## src/rtl/conv_pkg.sv

```systemverilog
// conv_pkg: shared element/row size defaults, counter width helper
// and serializer FSM states for the convolution row serializer.
package conv_pkg;

  localparam int data_size_def      = 4;
  localparam int max_width_def      = 9;
  localparam int row_fifo_depth_def = 4;

  // bits needed to hold the values 0..n
  function automatic int cnt_w(input int n);
    return $clog2(n + 1);
  endfunction

  typedef enum logic {
    IDLE = 1'b0,
    SEND = 1'b1
  } ser_state_t;

endpackage

```

## src/rtl/conv_row_serializer_row_fifo.sv

```systemverilog
// row_fifo: synchronous FIFO of {row_width, row_data} words.
// Ports: push/push_data in, pop/pop_data out, full/empty/count status.
module row_fifo
  import conv_pkg::*;
#(
  parameter int width = 40,
  parameter int depth = 4
) (
  input  logic                    clk,
  input  logic                    reset,
  input  logic                    push,
  input  logic [width-1:0]        push_data,
  input  logic                    pop,
  output logic [width-1:0]        pop_data,
  output logic                    full,
  output logic                    empty,
  output logic [cnt_w(depth)-1:0] count
);

  localparam int aw = $clog2(depth);
  localparam int cw = cnt_w(depth);
  localparam logic [cw-1:0] full_cnt = cw'(depth);

  logic [width-1:0] mem [depth];
  logic [aw-1:0]    wr_ptr;
  logic [aw-1:0]    rd_ptr;
  logic             wr_en;
  logic             rd_en;

  assign full     = (count == full_cnt);
  assign empty    = (count == '0);
  assign wr_en    = push && !full;
  assign rd_en    = pop && !empty;
  assign pop_data = mem[rd_ptr];

  always_ff @(posedge clk) begin
    if (wr_en) begin
      mem[wr_ptr] <= push_data;
    end
  end

  // depth is a power of two, so the pointers wrap on their own
  always_ff @(posedge clk) begin
    if (reset) begin
      wr_ptr <= '0;
      rd_ptr <= '0;
      count  <= '0;
    end else begin
      if (wr_en) wr_ptr <= wr_ptr + 1'b1;
      if (rd_en) rd_ptr <= rd_ptr + 1'b1;
      unique case ({wr_en, rd_en})
        2'b10:   count <= count + 1'b1;
        2'b01:   count <= count - 1'b1;
        default: count <= count;
      endcase
    end
  end

endmodule

```

## src/rtl/conv_row_serializer.sv

```systemverilog
// conv_row_serializer: buffers packed rows (element 0 in MSBs) in a
// row FIFO and streams them out one element per valid/ready beat.
// Ports: clk, reset (sync, high), enable; row side row_valid/
// row_ready/row_data/row_width; element side elem_data/elem_valid/
// elem_ready/elem_last; rows_pending = FIFO occupancy.
// Optional CONV_ROW_SER_OVERFLOW_EN adds sticky output overflow.
module conv_row_serializer
  import conv_pkg::*;
#(
  parameter int data_size              = data_size_def,
  parameter int max_input_matrix_width = max_width_def,
  parameter int row_fifo_depth         = row_fifo_depth_def
) (
  input  logic clk,
  input  logic reset,
  input  logic enable,
  input  logic row_valid,
  output logic row_ready,
  input  logic [data_size*max_input_matrix_width-1:0] row_data,
  input  logic [cnt_w(max_input_matrix_width)-1:0]    row_width,
  output logic [data_size-1:0] elem_data,
  output logic elem_valid,
  input  logic elem_ready,
  output logic elem_last,
  output logic [cnt_w(row_fifo_depth)-1:0] rows_pending
`ifdef CONV_ROW_SER_OVERFLOW_EN
  ,
  output logic overflow
`endif
);

  localparam int rw = data_size * max_input_matrix_width;
  localparam int ww = cnt_w(max_input_matrix_width);
  localparam int fw = ww + rw;
  localparam logic [ww-1:0] max_w = ww'(max_input_matrix_width);
  localparam logic [ww-1:0] one_w = ww'(1);

  ser_state_t    state;
  logic [rw-1:0] shift_q;
  logic [ww-1:0] cnt_q;
  logic [ww-1:0] width_c;
  logic [fw-1:0] pop_word;
  logic          fifo_full;
  logic          fifo_empty;
  logic          push;
  logic          pop;

  assign row_ready = enable && !fifo_full;
  assign width_c   = (row_width > max_w) ? max_w : row_width;
  // zero-width rows complete the handshake but are never stored
  assign push      = row_valid && row_ready && (row_width != '0);

  assign elem_data = shift_q[rw-1 -: data_size];
  assign elem_last = (cnt_q == one_w);

  // cnt_q is 0 in IDLE, so elem_last alone marks the final beat
  assign pop = !fifo_empty &&
               ((state == IDLE) || (elem_ready && elem_last));

  row_fifo #(
    .width (fw),
    .depth (row_fifo_depth)
  ) u_fifo (
    .clk       (clk),
    .reset     (reset),
    .push      (push),
    .push_data ({width_c, row_data}),
    .pop       (pop),
    .pop_data  (pop_word),
    .full      (fifo_full),
    .empty     (fifo_empty),
    .count     (rows_pending)
  );

  always_ff @(posedge clk) begin
    if (reset) begin
      state      <= IDLE;
      elem_valid <= 1'b0;
      shift_q    <= '0;
      cnt_q      <= '0;
    end else begin
      unique case (state)
        IDLE: begin
          if (pop) begin
            shift_q    <= pop_word[rw-1:0];
            cnt_q      <= pop_word[fw-1:rw];
            elem_valid <= 1'b1;
            state      <= SEND;
          end
        end
        SEND: begin
          if (elem_ready) begin
            if (!elem_last) begin
              shift_q <= shift_q << data_size;
              cnt_q   <= cnt_q - 1'b1;
            end else if (pop) begin
              // next row follows with no idle beat
              shift_q <= pop_word[rw-1:0];
              cnt_q   <= pop_word[fw-1:rw];
            end else begin
              shift_q    <= '0;
              cnt_q      <= '0;
              elem_valid <= 1'b0;
              state      <= IDLE;
            end
          end
        end
        default: state <= IDLE;
      endcase
    end
  end

`ifdef CONV_ROW_SER_OVERFLOW_EN
  always_ff @(posedge clk) begin
    if (reset) begin
      overflow <= 1'b0;
    end else if (row_valid && enable && fifo_full) begin
      overflow <= 1'b1;
    end
  end
`endif

endmodule

```

## config.mk

```make
export PLATFORM = sky130hd
export DESIGN_NAME = conv_row_serializer
export DESIGN_NICKNAME = d
export VERILOG_FILES = /design/src/rtl/conv_pkg.sv /design/src/rtl/conv_row_serializer_row_fifo.sv /design/src/rtl/conv_row_serializer.sv
export SDC_FILE = /design/constraint.sdc
export NUM_CORES = 1
export LEC_CHECK = 0
export BUFFER_PORTS_ARGS = -buffer_cell sky130_fd_sc_hd__clkbuf_2
export CAP_MARGIN = 25
export CORE_ASPECT_RATIO = 1.4
export CORE_MARGIN = 10
export CORE_UTILIZATION = 50
export DETAILED_ROUTE_END_ITERATION = 8
export HOLD_SLACK_MARGIN = 0.02
export MAX_ROUTING_LAYER = met4
export PLACE_DENSITY = 0.7
export REMOVE_ABC_BUFFERS = 1
export SLEW_MARGIN = 20
export SYNTH_ARGS = -nofsm -noshare
export SYNTH_HDL_FRONTEND = slang
export SYNTH_HIERARCHICAL = 1
export SYNTH_SLANG_ARGS = --single-unit
```

## constraint.sdc

```tcl
create_clock -name clk -period 2.4 [get_ports clk]
set_input_delay 0.24 -clock clk [delete_from_list [all_inputs] [get_ports clk]]
set_output_delay 0.24 -clock clk [all_outputs]
set_load 0.03 [all_outputs]
```

==> impl_results.md, run 1 <==
* Vias per cell at 5.48
* Flop pwr share at between 40% and 50%
* Die Area at about 0.023 mm^2
* Largest net degree at the start of global routing at between 40 and 50
* Min cycle time layout at 2620 ps
* Vias in the first global route at 5199
* Static leakage at between 3 and 4 nW
* Ys Warns at 6
* Register area at 0.00583 mm^2
* Max IR drop VDD at around 0.57 mV
* Most frequent cells in the layout: edfxtp_1 (160), clkbuf_2 (54), dfxtp_1 (48), mux4_2 (40), nor2b_1 (37)
* CP max stage delay at 390 ps
* Cell internal pwr at 7.25 mW
* Fmax at 381 MHz
* Slew Limit Headroom at 64.2%
* WL per Instance at 19.2 um
* Synthesized area at roughly 0.0085 mm^2
* CTS tree: yes
* Max cap viols at 0
* Worst hold path depth at 2
* CTS H-tree lvls at 1
* Final setup violation count at 4
* Sw frac at 25.2%
* Most frequent CP cell: buf_6
* Library cells used by synthesis at 43
* Total Routing Usage GR at between 15 and 20%
* Fin. Hold Viols at 0
* GPL Wtd Cong at 0.748
* Dpl hpwl at 9.71 mm
* Critical Path Sink Type: flop
* # rows at 56
* Final std cells w/o fill at 857
* # fillers at roughly 1200
* Crit path cell chain: inv_2, ha_4, or3b_4, clkinv_4, nand2_4, a21oi_4, buf_4, buf_6, buf_6, buf_6, buf_6, buf_6, buf_6, buf_6, buf_6, nand2_2, or3_4, a21oi_2
* ANT cells at 0
* Worst Setup Path Type: reg2reg
* Worst Hold Class: in2reg
* Share of cells above drive strength 1 at a little under a third
* PortBufs at 54
* Worst slew pin tran at about 540 ps
* Core area at 0.0167 mm^2
* Via count at 4700
* Area Overhead vs Synth at 22.5%
* Reg2reg path depth at 18
* Utilization after layout at 62.1%
* Register area share after synthesis at 68.9%
* Worst setup margin at -223 ps
* Nets at 693
* Failing checks: negative setup slack
* Worst Skew at 12.6 ps
* IO Pins at 55
* Clock Path Buffers at 3
* Drc violations at 0
* Initial Utilization at ~51%
* Global route overflow at 0
* Antenna violations before repair at 0
* Drt total wl at 16.4 mm
* Multi-input gate area at 0.00242 mm^2
* Clock-pin slew on the worst setup and hold paths at around 60 ps
* Post-DRT Antenna Nets at 0
* RSZ-0062 raised after global routing: true
* Status: finished with violations
* Min Hold Slack at 74.4 ps
* Arrival time at the worst endpoint at 3030 ps
* Critical Path RT at ~2800 ps
* Setup WS pre-CTS at -332 ps
* DRT Pass-1 Iters at 4
* Final period util at 109%
* Flop and latch count out of synthesis at 211
* CP max-delay cell: or3b_4
* Die width at about 130 um
* Commonest non-fill, non-tap cell in the layout: edfxtp_1
* Final-report max-slew violation count at 0
* Root cell of the clock tree: clkbuf_16
* Post-Place Cells at 771
* Crit path max fanout at 2
* Clk pwr share at 33.9%
* Critical Path Start Type: flop
* Vert. Die Dim at 174 um
* Clk_lat worst skew at slightly below 500 ps
* Num CTS Buffers at 20
* DRT iter0 DRCs at 375
* Clock sink total at 211
* Net switching power at ~2.4 mW
* R2R setup slack at -220 ps
* Combinational power share at between 20% and 30%
* Gate Count Post-Synth at 511
* Total power divided by cell area at 936 mW/mm^2
* Avg Cell Area, Syn at between 15 and 20 um^2
* First-pass GRT wire length at 27.0 mm
==> what timing repair did <==
item | in CTS | in global routing
hold buffers | 36 | 0
endpoints found under the setup margin | 2 | 4
pin swaps | 5 | 1
setup buffers | 10 | 5
gates resized for setup | 21 | 4
endpoints found under the hold margin | 144 | 0
==> power groups by stage <==
stage	logic (mW)	clock network, mW	registers, mW
2_1_floorplan	1.03	0	4.50
3_3_place_gp	1.77	0	4.39
3_5_place_dp	1.81	0	4.40
4_1_cts	2.03	3.35	4.34
5_1_grt	2.26	3.51	4.36
6_report	2.07	3.29	4.34
==> critical path, delay by kind of cell, from the launching register on <==
kind | cells | cell delay, ps
flip-flops | 1 | 320
buffers and inverters | 11 | 920
AO/OA/AOI/OAI | 2 | 310
adder cells (fa/ha/maj) | 1 | 130
AND/OR/NAND/NOR | 4 | 870
==> metrics by stage <==
| step | power [mW] | setup TNS (ps) | area, um^2 |
|---|---|---|---|
| finish | 9.69 | -663 | 10400 |
| global route | 10.1 | -1020 | 10400 |
| CTS | 9.72 | -277 | 10300 |
| detailed placement | 6.21 | -402 | 9100 |
| global placement | 6.15 | -186 | 9100 |
| floorplan | 5.53 | -166970 | 8220 |
==> Yosys cell counts (all sizes together) <==
library cell | count | area share [%]
o21ai | 38 | 2.2
o41ai | 1 | 0.10
a31oi | 1 | 0.074
o311a | 1 | 0.12
o21a | 1 | 0.089
buf | 18 | 2.2
nor3 | 4 | 0.30
clkbuf | 13 | 0.58
and3 | 1 | 0.074
a21boi | 1 | 0.089
mux4 | 40 | 11
fa | 1 | 0.24
inv | 12 | 0.53
or3b | 1 | 0.13
xor2 | 3 | 0.31
nor3b | 1 | 0.15
nor2 | 9 | 0.43
mux2 | 1 | 0.13
and2 | 4 | 0.30
ha | 7 | 1.0
nor2b | 37 | 2.7
o31ai | 2 | 0.30
or3 | 3 | 0.22
edfxtp | 160 | 57
a21oi | 8 | 0.47
or4 | 1 | 0.089
a311oi | 1 | 0.10
nand2 | 39 | 1.9
nand2b | 9 | 0.67
a211oi | 1 | 0.15
mux2i | 36 | 4.3
dfxtp | 51 | 12
a22o | 4 | 0.41
clkinv | 1 | 0.059
==> registers in the layout, indices dropped and copies added (netlist names), named ones only <==
| signal | cells |
|---|---|
| u_fifo/rd_ptr | 2 |
| cnt_q | 4 |
| u_fifo/wr_ptr | 2 |
| state | 1 |
| u_fifo/mem | 160 |
| u_fifo/count | 3 |
| elem_valid | 1 |
| shift_q | 36 |
==> final timing paths <==
check | from | to
min reg2reg | shift_q[34] | shift_q[34]
max | cnt_q[1] | u_fifo/rd_ptr[1]
min | elem_ready | elem_valid
max reg2reg | cnt_q[1] | u_fifo/rd_ptr[1]
==> kinds of logic after synthesis <==
| family | share of synthesized area (%) |
|---|---|
| compound gates | 4.16 |
| mux | 15.1 |
| simple gates | 6.94 |
| fa+ha+maj | 1.27 |
| buf+inv | 3.35 |
| flops | 68.9 |
| xor+xnor | 0.311 |
==> metal layers <==
layer	track usage, %	vias up	part of all wire (%)
met5	-	-	0
met4	5.08	0	2.3
met3	2.33	22	3.4
met2	27.4	84	55
met1	17.2	2411	39
li1	-	2183	-
==> area by class of cell <==
| cell class | instances | share of cell area (%) |
|---|---|---|
| multi-input cells | 256 | 23.4 |
| clock inverters | 4 | 0.906 |
| well taps | 203 | 2.45 |
| inverters | 13 | 0.519 |
| repair buffers | 138 | 10.6 |
| clock buffers | 32 | 5.86 |
| flip-flops and latches | 211 | 56.3 |
No activity file was read; power rests on OpenSTA's default activity.
==> inputs of run 2 (changes only) <==
--- a/config.mk
+++ b/config.mk
@@ -9,14 +9,15 @@
 export CAP_MARGIN = 25
 export CORE_ASPECT_RATIO = 1.4
 export CORE_MARGIN = 10
-export CORE_UTILIZATION = 50
+export CORE_UTILIZATION = 54
 export DETAILED_ROUTE_END_ITERATION = 8
 export HOLD_SLACK_MARGIN = 0.02
 export MAX_ROUTING_LAYER = met4
-export PLACE_DENSITY = 0.7
+export PLACE_DENSITY = 0.75
 export REMOVE_ABC_BUFFERS = 1
 export SLEW_MARGIN = 20
 export SYNTH_ARGS = -nofsm -noshare
 export SYNTH_HDL_FRONTEND = slang
 export SYNTH_HIERARCHICAL = 1
 export SYNTH_SLANG_ARGS = --single-unit
+export TNS_END_PERCENT = 20
==> run 2 against run 1 <==
The flow still finishes with violations (negative setup slack). Wire length shrank 5.8%. Flip-flop and latch count is the same. Clock skew is essentially flat. Global-route usage shrank 0.48 points. Register-to-register slack gained 70 ps. Via count shrank 1.5%. First-iteration DRC count shrank 46%. Largest power group unchanged. Highest routed layer unchanged.
==> impl_results.md, run 2 (synthesis gave the netlist of run 1 again) <==
* Clk_lat worst skew at 500 ps
* Arrival time at the worst endpoint at about 3000 ps
* Vias in the first global route at 4995
* Most frequent cells in the layout: edfxtp_1 (160), clkbuf_2 (54), dfxtp_1 (47), mux4_2 (40)
* Worst slew pin tran at 518 ps
* Critical Path Start Type: flop
* Worst Skew at 12.4 ps
* First-pass GRT wire length at 25.2 mm
* ANT cells at 0
* Die Area at 0.0211 mm^2
* GR Util met2 at 26.9%
* M1 GR Usage at 16.5%
* Slew Limit Headroom at roughly two thirds
* CP top delay family: simple AND/OR/NAND/NOR gates
* Static leakage at 3.69 nW
* Vias per cell at about 5.5
* Final-report max-slew violation count at 0
* Worst Setup Path Type: reg2reg
* Drc violations at 0
* Fmax at just under 400 MHz
* CP max stage delay at about 400 ps
* Max FFs per register at 160
* GRT busiest layer: met2
* Drt total wl at 15.5 mm
* Clock sink total at 211
* Max cap viols at 0
* Root cell of the clock tree: clkbuf_16
* # rows at 54
* Max IR drop VDD at 0.679 mV
* DRT Pass-1 Iters at 4
* Min cycle time layout at between 2000 and 3000 ps
* IO Pins at 55
* Antenna violations before repair at 0
* RSZ-0062 raised after global routing: true
* Failing checks: negative setup slack
* PortBufs at 54
* Nets at 685
* Final setup violation count at 4
* Via count at about 4600
* GPL Wtd Cong at 0.755
* Area Overhead vs Synth at 21.4%
* Total power divided by cell area at between 900 and 1000 mW/mm^2
* CP max-delay cell: or3b_4
* Clock Path Buffers at 3
* Post-DRT Antenna Nets at 0
* Num CTS Buffers at 20
* Crit path max fanout at 2
* Crit path cell chain: inv_2, ha_4, or3b_4, clkinv_4, nand2_4, a21oi_4, o31ai_2, inv_1, ha_4, inv_2, fa_2, xor2_1, or3_1, a21oi_1
* CP bufs+invs at 4
* Final period util at 106%
* Largest net degree at the start of global routing at 43
* Total Routing Usage GR at 15.0%
* Final std cells w/o fill at 842
* Clock-pin slew on the worst setup and hold paths at roughly 60 ps
* Status: finished with violations
* Critical Path Sink Type: flop
* Core area at between 0.015 and 0.02 mm^2
* CTS H-tree lvls at 1
* Worst Hold Class: in2reg
* Worst setup margin at -154 ps
* WL per Instance at 18.4 um
* Die width at between 100 and 150 um
* Setup TNS at -231 ps
* Most flop-heavy register: u_fifo/mem
* # fillers at 1034
* Initial Utilization at 54.6%
* CTS tree: yes
* DRT iter0 DRCs at roughly 200
* Commonest non-fill, non-tap cell in the layout: edfxtp_1
* Vert. Die Dim at 168 um
* Utilization after layout at between 60% and 70%
* Global route overflow at 0
* Share of cells above drive strength 1 at between 20% and 30%
* Dpl hpwl at 9.09 mm
* Fin. Hold Viols at 0
* Global Route met3 Usage at 2.29%
* Top flop regs: u_fifo/mem x160, shift_q x36, cnt_q x4
* Critical Path RT at 2820 ps
* Post-Place Cells at 762
## run 2: changes by cell type in the layout (fill, tap and decap cells not counted), moves of 2 or more
cell      previous run  this run
clkinv_2             0         4
buf_6                8         1
a21oi_2              2         0
clkbuf_1             7         2
a21oi_1              4         6
## run 2: path summary, 6_finish.rpt
kind               startpoint               to  slack (ps)  depth (start not counted)
hold reg to reg   shift_q[32]      shift_q[32]         450                          2
hold / removal     elem_ready       elem_valid          60                          2
setup / recovery     cnt_q[1]  u_fifo/count[2]        -150                         14
setup reg to reg     cnt_q[1]  u_fifo/count[2]        -150                         14
## run 2: layer usage
layer	part of all wire [%]	vias to the layer above
li1	-	2165
met1	40	2351
met3	3.5	28
met2	54	86
met4	2.1	0
met5	0	-
## run 2: stage by stage
step	setup slack, ps	instance area [um^2]	hold WS [ps]	power [mW]
floorplan	-1350	8220	309	5.53
global placement	-219	9080	433	6.13
detailed placement	-314	9080	442	6.20
CTS	-126	10200	51.6	9.58
global route	-267	10300	84.1	9.92
finish	-154	10300	56.1	9.52
## run 2: power by group
part | leakage (nW) | switching, mW | internal (mW)
Clock | 0.346 | 1.27 | 1.98
Combinational | 1.48 | 1.04 | 0.895
Sequential | 1.87 | 0.135 | 4.20
## run 2: area by class of cell
| class | count | area, um^2 | share of cell area (%) |
|---|---|---|---|
| well taps | 196 | 245 | 2.39 |
| clock inverters | 10 | 134 | 1.30 |
| repair buffers | 130 | 1010 | 9.84 |
| flip-flops and latches | 211 | 5830 | 56.8 |
| inverters | 13 | 53.8 | 0.524 |
| multi-input cells | 256 | 2430 | 23.7 |
| clock buffers | 26 | 563 | 5.48 |
## run 2: worst register-to-register path, cell delays in order, from the launching register on
cell and delay (ps):
dfxtp_2 320, inv_2 70, ha_4 130, or3b_4 400, clkinv_4 70, nand2_4 50, a21oi_4 140, o31ai_2 100
inv_1 90, ha_4 140, inv_2 40, fa_2 350, xor2_1 150, or3_1 300, a21oi_1 130
## run 2: repair_timing
item                                    4_1_cts  5_1_grt
gates resized for setup                      14        2
pin swaps                                     4        1
setup buffers                                 8        0
hold buffers                                 36        0
hold endpoints to repair                    144        0
endpoints found under the setup margin        2        4
